`src/rtl/tx_try_status_gen_pkg.sv`:
```
// rtl/tx_try_status_gen_pkg.sv - shared widths, state encoding and status helpers for the tx try tracker
package tx_try_status_gen_pkg;

  localparam int PRIO_W           = 2;
  localparam int QIDX_W           = 2;
  localparam int SN_W             = 10;
  localparam int STATUS_W         = 5;
  localparam int RETRY_W          = 4;
  localparam int STATUS_FAIL_BIT  = 4;
  localparam int STATUS_RETRY_MSB = 3;

  localparam logic [RETRY_W-1:0] RETRY_MAX = 4'd15;

  typedef enum logic [1:0] {
    ST_IDLE     = 2'd0,
    ST_TX       = 2'd1,
    ST_WAIT_ACK = 2'd2,
    ST_DONE     = 2'd3
  } tx_state_e;

  // Status word: fail flag on top, retransmissions used below it.
  function automatic logic [STATUS_W-1:0] pack_status(input logic fail,
                                                      input logic [RETRY_W-1:0] cnt);
    logic [STATUS_W-1:0] s;
    s                              = '0;
    s[STATUS_FAIL_BIT]             = fail;
    s[STATUS_RETRY_MSB:0]          = cnt;
    return s;
  endfunction

  // Retry counter never wraps past 15.
  function automatic logic [RETRY_W-1:0] sat_inc(input logic [RETRY_W-1:0] c);
    return (c == RETRY_MAX) ? c : c + RETRY_W'(1);
  endfunction

endpackage

```
`src/rtl/tx_try_status_gen_if.sv`:
```
// rtl/tx_try_status_gen_if.sv - launch/attempt/ack inputs and status outputs of the tx try tracker
interface tx_try_status_gen_if;
  import tx_try_status_gen_pkg::*;

  logic                pkt_launch;
  logic [PRIO_W-1:0]   linux_prio_in;
  logic [QIDX_W-1:0]   tx_queue_idx_in;
  logic [SN_W-1:0]     tx_pkt_sn_in;
  logic                ack_req_in;
  logic [RETRY_W-1:0]  retry_limit_in;
  logic                phy_tx_end;
  logic                ack_ok;
  logic                ack_timeout;

  logic                retrans_req;
  logic                busy;
  logic                tx_try_complete;
  logic [STATUS_W-1:0] tx_status;
  logic [PRIO_W-1:0]   linux_prio;
  logic [QIDX_W-1:0]   tx_queue_idx;
  logic [SN_W-1:0]     tx_pkt_sn;
  logic                proto_err;

  // Tx engine / ACK logic side.
  modport master (
    output pkt_launch, linux_prio_in, tx_queue_idx_in, tx_pkt_sn_in,
           ack_req_in, retry_limit_in, phy_tx_end, ack_ok, ack_timeout,
    input  retrans_req, busy, tx_try_complete, tx_status,
           linux_prio, tx_queue_idx, tx_pkt_sn, proto_err
  );

  // Tracker side.
  modport slave (
    input  pkt_launch, linux_prio_in, tx_queue_idx_in, tx_pkt_sn_in,
           ack_req_in, retry_limit_in, phy_tx_end, ack_ok, ack_timeout,
    output retrans_req, busy, tx_try_complete, tx_status,
           linux_prio, tx_queue_idx, tx_pkt_sn, proto_err
  );

endinterface

```
`src/rtl/tx_try_status_gen_ack_watchdog.sv`:
```
// rtl/tx_try_status_gen_ack_watchdog.sv - backstop counter that forces an ACK timeout
module tx_try_status_gen_ack_watchdog #(
  parameter int ACK_WAIT_MAX = 1024,
  parameter int CNT_W        = 16
) (
  input  logic clk,
  input  logic rst,
  input  logic clr_i,
  input  logic en_i,
  output logic expire_o
);
  import tx_try_status_gen_pkg::*;

  localparam logic [CNT_W-1:0] LAST = CNT_W'(ACK_WAIT_MAX - 1);

  logic [CNT_W-1:0] cnt_q;

  // Count waiting cycles; hold at the last value so expire stays asserted.
  always_ff @(posedge clk or posedge rst) begin
    if (rst) begin
      cnt_q <= '0;
    end else if (clr_i) begin
      cnt_q <= '0;
    end else if (en_i && (cnt_q != LAST)) begin
      cnt_q <= cnt_q + CNT_W'(1);
    end
  end

  assign expire_o = en_i && (cnt_q == LAST);

endmodule

```
`src/rtl/tx_try_status_gen.sv`:
```
// rtl/tx_try_status_gen.sv - per-packet transmit attempt tracker feeding the tx status fifo
module tx_try_status_gen #(
  parameter int ACK_WAIT_MAX = 1024,
  parameter int CNT_W        = 16
) (
  input  logic               clk,
  input  logic               rst,
  tx_try_status_gen_if.slave tx
);
  import tx_try_status_gen_pkg::*;

  tx_state_e           state_q;
  logic                ack_req_q;
  logic [RETRY_W-1:0]  retry_limit_q;
  logic [RETRY_W-1:0]  retry_cnt_q;
  logic [RETRY_W-1:0]  retry_cnt_d;
  logic                retrans_q;
  logic                busy_q;
  logic                complete_q;
  logic [STATUS_W-1:0] status_q;
  logic [PRIO_W-1:0]   prio_q;
  logic [QIDX_W-1:0]   qidx_q;
  logic [SN_W-1:0]     sn_q;
  logic                proto_err_q;

  logic wd_clr;
  logic wd_en;
  logic wd_expire;
  logic timeout_evt;
  logic launch_err;
  logic phy_err;

  // The watchdog restarts each time an attempt ends and the ACK wait begins.
  assign wd_clr      = (state_q == ST_TX) && tx.phy_tx_end && ack_req_q;
  assign wd_en       = (state_q == ST_WAIT_ACK);
  assign timeout_evt = tx.ack_timeout || wd_expire;
  assign retry_cnt_d = sat_inc(retry_cnt_q);

  // Launch is only legal from IDLE (DONE included as illegal); attempt end only in TX.
  assign launch_err  = tx.pkt_launch && (state_q != ST_IDLE);
  assign phy_err     = tx.phy_tx_end && (state_q != ST_TX);

  tx_try_status_gen_ack_watchdog #(
    .ACK_WAIT_MAX (ACK_WAIT_MAX),
    .CNT_W        (CNT_W)
  ) u_ack_watchdog (
    .clk      (clk),
    .rst      (rst),
    .clr_i    (wd_clr),
    .en_i     (wd_en),
    .expire_o (wd_expire)
  );

  // Packet FSM with registered pulses, status and latched metadata.
  always_ff @(posedge clk or posedge rst) begin
    if (rst) begin
      state_q       <= ST_IDLE;
      ack_req_q     <= 1'b0;
      retry_limit_q <= '0;
      retry_cnt_q   <= '0;
      retrans_q     <= 1'b0;
      busy_q        <= 1'b0;
      complete_q    <= 1'b0;
      status_q      <= '0;
      prio_q        <= '0;
      qidx_q        <= '0;
      sn_q          <= '0;
      proto_err_q   <= 1'b0;
    end else begin
      retrans_q  <= 1'b0;
      complete_q <= 1'b0;
      if (launch_err || phy_err) begin
        proto_err_q <= 1'b1;
      end
      case (state_q)
        ST_IDLE: begin
          if (tx.pkt_launch) begin
            prio_q        <= tx.linux_prio_in;
            qidx_q        <= tx.tx_queue_idx_in;
            sn_q          <= tx.tx_pkt_sn_in;
            ack_req_q     <= tx.ack_req_in;
            retry_limit_q <= tx.retry_limit_in;
            retry_cnt_q   <= '0;
            busy_q        <= 1'b1;
            state_q       <= ST_TX;
          end
        end
        ST_TX: begin
          if (tx.phy_tx_end) begin
            if (ack_req_q) begin
              state_q <= ST_WAIT_ACK;
            end else begin
              state_q    <= ST_DONE;
              complete_q <= 1'b1;
              status_q   <= pack_status(1'b0, retry_cnt_q);
            end
          end
        end
        ST_WAIT_ACK: begin
          if (tx.ack_ok) begin
            state_q    <= ST_DONE;
            complete_q <= 1'b1;
            status_q   <= pack_status(1'b0, retry_cnt_q);
          end else if (timeout_evt) begin
            if (retry_cnt_q == retry_limit_q) begin
              state_q    <= ST_DONE;
              complete_q <= 1'b1;
              status_q   <= pack_status(1'b1, retry_cnt_q);
            end else begin
              retry_cnt_q <= retry_cnt_d;
              retrans_q   <= 1'b1;
              state_q     <= ST_TX;
            end
          end
        end
        ST_DONE: begin
          busy_q  <= 1'b0;
          state_q <= ST_IDLE;
        end
        default: begin
          busy_q  <= 1'b0;
          state_q <= ST_IDLE;
        end
      endcase
    end
  end

  assign tx.retrans_req     = retrans_q;
  assign tx.busy            = busy_q;
  assign tx.tx_try_complete = complete_q;
  assign tx.tx_status       = status_q;
  assign tx.linux_prio      = prio_q;
  assign tx.tx_queue_idx    = qidx_q;
  assign tx.tx_pkt_sn       = sn_q;
  assign tx.proto_err       = proto_err_q;

endmodule

```
`src/flat_wrapper.sv`:
```
// flat-port wrapper written by rule: the top's interface ports become plain ports
module tx_try_status_gen_flat import tx_try_status_gen_pkg::*;
#(
  parameter int ACK_WAIT_MAX = 1024,
  parameter int CNT_W        = 16
)
  (clk, rst, tx_pkt_launch, tx_linux_prio_in, tx_tx_queue_idx_in, tx_tx_pkt_sn_in, tx_ack_req_in, tx_retry_limit_in, tx_phy_tx_end, tx_ack_ok, tx_ack_timeout, tx_retrans_req, tx_busy, tx_tx_try_complete, tx_tx_status, tx_linux_prio, tx_tx_queue_idx, tx_tx_pkt_sn, tx_proto_err);
  tx_try_status_gen_if tx_i ();
  input  logic clk;
  input  logic rst;
  input wire logic [$bits(tx_i.pkt_launch)-1:0] tx_pkt_launch;
  input wire logic [$bits(tx_i.linux_prio_in)-1:0] tx_linux_prio_in;
  input wire logic [$bits(tx_i.tx_queue_idx_in)-1:0] tx_tx_queue_idx_in;
  input wire logic [$bits(tx_i.tx_pkt_sn_in)-1:0] tx_tx_pkt_sn_in;
  input wire logic [$bits(tx_i.ack_req_in)-1:0] tx_ack_req_in;
  input wire logic [$bits(tx_i.retry_limit_in)-1:0] tx_retry_limit_in;
  input wire logic [$bits(tx_i.phy_tx_end)-1:0] tx_phy_tx_end;
  input wire logic [$bits(tx_i.ack_ok)-1:0] tx_ack_ok;
  input wire logic [$bits(tx_i.ack_timeout)-1:0] tx_ack_timeout;
  output wire logic [$bits(tx_i.retrans_req)-1:0] tx_retrans_req;
  output wire logic [$bits(tx_i.busy)-1:0] tx_busy;
  output wire logic [$bits(tx_i.tx_try_complete)-1:0] tx_tx_try_complete;
  output wire logic [$bits(tx_i.tx_status)-1:0] tx_tx_status;
  output wire logic [$bits(tx_i.linux_prio)-1:0] tx_linux_prio;
  output wire logic [$bits(tx_i.tx_queue_idx)-1:0] tx_tx_queue_idx;
  output wire logic [$bits(tx_i.tx_pkt_sn)-1:0] tx_tx_pkt_sn;
  output wire logic [$bits(tx_i.proto_err)-1:0] tx_proto_err;
  assign tx_i.pkt_launch = tx_pkt_launch;
  assign tx_i.linux_prio_in = tx_linux_prio_in;
  assign tx_i.tx_queue_idx_in = tx_tx_queue_idx_in;
  assign tx_i.tx_pkt_sn_in = tx_tx_pkt_sn_in;
  assign tx_i.ack_req_in = tx_ack_req_in;
  assign tx_i.retry_limit_in = tx_retry_limit_in;
  assign tx_i.phy_tx_end = tx_phy_tx_end;
  assign tx_i.ack_ok = tx_ack_ok;
  assign tx_i.ack_timeout = tx_ack_timeout;
  assign tx_retrans_req = tx_i.retrans_req;
  assign tx_busy = tx_i.busy;
  assign tx_tx_try_complete = tx_i.tx_try_complete;
  assign tx_tx_status = tx_i.tx_status;
  assign tx_linux_prio = tx_i.linux_prio;
  assign tx_tx_queue_idx = tx_i.tx_queue_idx;
  assign tx_tx_pkt_sn = tx_i.tx_pkt_sn;
  assign tx_proto_err = tx_i.proto_err;
  tx_try_status_gen #(.ACK_WAIT_MAX(ACK_WAIT_MAX), .CNT_W(CNT_W)) u_core (.clk(clk), .rst(rst), .tx(tx_i));
endmodule
```
`config.mk`:
```
export PLATFORM = sky130hd
export DESIGN_NAME = tx_try_status_gen_flat
export DESIGN_NICKNAME = d
export VERILOG_FILES = /design/src/rtl/tx_try_status_gen_pkg.sv /design/src/rtl/tx_try_status_gen_if.sv /design/src/rtl/tx_try_status_gen_ack_watchdog.sv /design/src/rtl/tx_try_status_gen.sv /design/src/flat_wrapper.sv
export SDC_FILE = /design/constraint.sdc
export NUM_CORES = 1
export LEC_CHECK = 0
export ABC_AREA = 1
export CELL_PAD_IN_SITES_DETAIL_PLACEMENT = 1
export CELL_PAD_IN_SITES_GLOBAL_PLACEMENT = 1
export CORE_ASPECT_RATIO = 0.8
export CORE_MARGIN = 1
export CORE_UTILIZATION = 38
export DETAILED_ROUTE_END_ITERATION = 12
export PLACE_DENSITY_LB_ADDON = 0.1
export SLEW_MARGIN = 20
export SYNTH_ARGS = -nofsm -noshare
export SYNTH_HDL_FRONTEND = slang
export SYNTH_SLANG_ARGS = --single-unit
```
`constraint.sdc`:
```
create_clock -name clk -period 2.22 [get_ports clk]
set_input_delay 0.222 -clock clk [delete_from_list [all_inputs] [get_ports clk]]
set_output_delay 0.222 -clock clk [all_outputs]
set_load 0.05 [all_outputs]
```
==> summary.txt <==
Synthesis
  • Post-synth top flop: dfrtp_1
  • Synth warnings: 0
  • Synthesized area: 0.002636 mm^2
  • Number of enable flip-flop cells after synthesis: 0
  • Post-synth ARST share: 100.0%
  • Post-synthesis register bit count: 50
  • Mean Syn Cell Area: 7.754 um^2
  • Post-Syn Nets: ~370
  • Register area share after synthesis: 47.46%
  • Cell variety after synth: 27
  • Post-Syn Instances: 340

Power
  • Pwr dens: ~1300 mW/mm^2
  • Lkg Pwr: between 1.5 and 2 nW
  • Maximum vdd drop: 0.6520 mV

Route
  • Total number of vias: around 2,400
  • Wire length on met2: roughly 2900 um
  • First drt pass iteration count: 4
  • DRT iter0 DRCs: 62
  • Top Metal Used: met4
  • Metal-1 WL: 3347 um
  • Final WL: 6707 um
  • Vias per cell: 4.956
  • DRC: 0
  • Met3 WL: between 300 and 400 um
  • Routed Antenna Nets: 0
  • Wire length per cell: between 10 and 15 um

Setup path
  • Worst setup SP type: flip-flop
  • CP Class: reg -> reg
  • Worst setup EP type: flip-flop
  • Biggest cell delay along the critical path: between 0.4 and 0.5 ns
  • Critical path arrival: around 2.2 ns
  • Data required, critical path: about 2.5 ns
  • Crit Path Max Fanout: 13
  • Slowest cell on the critical path: ha_1
  • Crit-path cells: inv_1 > ha_1 > inv_1 > nor2_1 > a21oi_4 > nand3_2 > nand2_1 > nand2_1

STA
  • Final period util: about 87%
  • Fin Setup TNS: 0 ns
  • Rel. slew slack: between 50% and 60%
  • Final setup violation count: 0
  • Min Tclk post-route: between 1.5 and 2 ns
  • Hold_ws: 0.3879 ns
  • Pins Over Slew Limit: 0
  • Least-Margin Pin Slew: 0.6569 ns
  • Final Hold Vio Count: 0
  • Clk_skew: ~0.011 ns
  • FMAX: between 500 and 600 MHz
  • RSZ-0062 raised after global routing: false

Floorplan
  • Die ar.: roughly 0.0073 mm^2
  • Total I/O pin count: between 40 and 50
  • Num rows: 26
  • Die Ht: between 70 and 80 um
  • Initial Utilization: roughly two fifths
  • Die Wd: ~95 um
  • Core area: 0.006539 mm^2

Placement
  • Gpl congestion: 0.7869
  • I/O Buffers: 47
  • Hpwl dp: 5026 um

Clock network
  • Quantity of hold-fixing buffers added after cts: 0
  • CTS tree: built
  • Max Root-Sink Buffers: 2
  • CTS HTree Levels: 2
  • Clk_lat worst skew: 0.31 ns
  • Setup Buffers After CTS: 0
  • Total clock sinks: 50
  • Post-CTS resize count: 0
  • CTS root buffer: clkbuf_8
  • CTS buffer count: 5
  • Clk slew on worst S/H paths: about 0.090 ns

Final layout
  • Layout cells sized above 1: under 10%
  • Final #Nets: approximately 420
  • Most frequent cells in the layout: nand2_1 (123), dfrtp_1 (50), clkdlybuf4s50_1 (47)
  • Commonest non-fill, non-tap cell in the layout: nand2_1
  • Antenna Diode Count: 0
  • P&R area growth vs syn: 26.96%
  • Final core occ: 51.19%

Global routing
  • Largest net degree at the start of global routing: a little over 50
  • First-pass GRT wire length: roughly 11,000 um
  • Initial antenna violation count: 0
  • Grt ovf: 0
  • GR Util All Layers: between 20 and 25%
  • Vias in the first global route: about 2,300

Job
  • Max_cap viols: 0

Status
  • Status: completed

Worst hold path
  • Worst Hold Class: in -> async
==> power breakdown <==
part | switching (W) | leakage [nW] | internal (W) | total, W
registers | 0.000264 | 0.649 | 0.00122 | 0.00148
clock network | 0.000316 | 0.0714 | 0.000481 | 0.000796
logic | 0.00144 | 0.961 | 0.000701 | 0.00214
==> per-stage QoR <==
step	std cells	setup WS, ns	area [um^2]	total power (W)
final	476	0.2890	3347	0.004424
after global routing	476	0.1292	3347	0.004732
after CTS	476	0.2924	3347	0.004477
after detailed placement	468	0.3311	3204	0.003662
after global placement	468	0.4362	3204	0.003597
after floorplan	340	0.5836	2636	0.002985
==> worst paths after layout <==
check | startpoint | end | slack [ns] | depth (start not counted)
worst max-delay path | u_core.state_q[0] | u_core.tx.tx_status[3] | 0.29 | 8
worst min-delay path | rst | u_core.tx.tx_pkt_sn[7] | 0.39 | 3
worst max register to register | u_core.state_q[0] | u_core.tx.tx_status[3] | 0.29 | 8
worst min register to register | u_core.tx.tx_status[0] | u_core.tx.tx_status[0] | 0.49 | 2
max in group asynchronous | rst | u_core.u_ack_watchdog.cnt_q[6] | 1.37 | 3
min in group clk | tx_tx_pkt_sn_in[6] | u_core.tx.tx_pkt_sn[6] | 0.44 | 3
==> metal layers <==
layer	GRT usage, %	vias to the layer above
li1	-	1169
met1	29.37	1115
met2	29.86	66
met3	4.591	9
met4	5.455	0
met5	0	-
==> state kept, by name, summed over array words and instances, names as in the netlist <==
signal / cells
u_core.tx.tx_queue_idx: 2
u_core.retry_limit_q: 4
u_core.tx.retrans_req: 1
u_core.retry_cnt_q: 4
u_core.tx.tx_status: 5
u_core.tx.linux_prio: 2
u_core.tx.tx_pkt_sn: 10
u_core.u_ack_watchdog.cnt_q: 16
u_core.tx.proto_err: 1
u_core.tx.busy: 1
u_core.ack_req_q: 1
u_core.tx.tx_try_complete: 1
u_core.state_q: 2
==> final cells by class <==
type,instances,area [um^2]
tap,84,105.1
clock buffer,6,82.58
fill,831,3192
clock inverter,2,60.06
sequential,50,1251
inverter,37,138.9
timing repair buffer,52,508.0
multi-input combinational,245,1201
==> kinds of logic (layout without fill, tap and decap cells) <==
group,after synthesis,after routing,share of synthesized area (%)
AND/OR/NAND/NOR,203,203,33.74
adder cells (fa/ha/maj),6,6,2.848
XOR/XNOR,10,10,3.322
flip-flops,50,50,47.46
AO/OA/AOI/OAI,26,26,5.648
buffers and inverters,45,97,6.977
==> cell usage after synthesis (2+ instances only) <==
master	n	share of area (%)
nand2_1	123	18
dfrtp_1	50	47
inv_1	35	5.0
nor2_1	29	4.1
nand3_1	23	4.4
o21ai_0	11	2.1
nand4_1	10	2.4
xor2_1	10	3.3
a21oi_1	9	1.7
nor3_1	7	1.3
ha_1	6	2.8
clkbuf_1	3	0.43
nand2_2	3	0.71
buf_2	2	0.38
inv_2	2	0.28
nand2_4	2	0.85
nand3_2	2	0.76
nor2_4	2	0.85
o21ai_1	2	0.38
o31ai_1	2	0.57
==> critical path, delay by kind of cell, from the launching register on <==
family                   cells  cell delay, ns
AO/OA/AOI/OAI                1            0.13
adder cells (fa/ha/maj)      1            0.49
buffers and inverters        2            0.28
flip-flops                   1            0.45
AND/OR/NAND/NOR              4            0.51
Power figures use the tool's default switching activity.
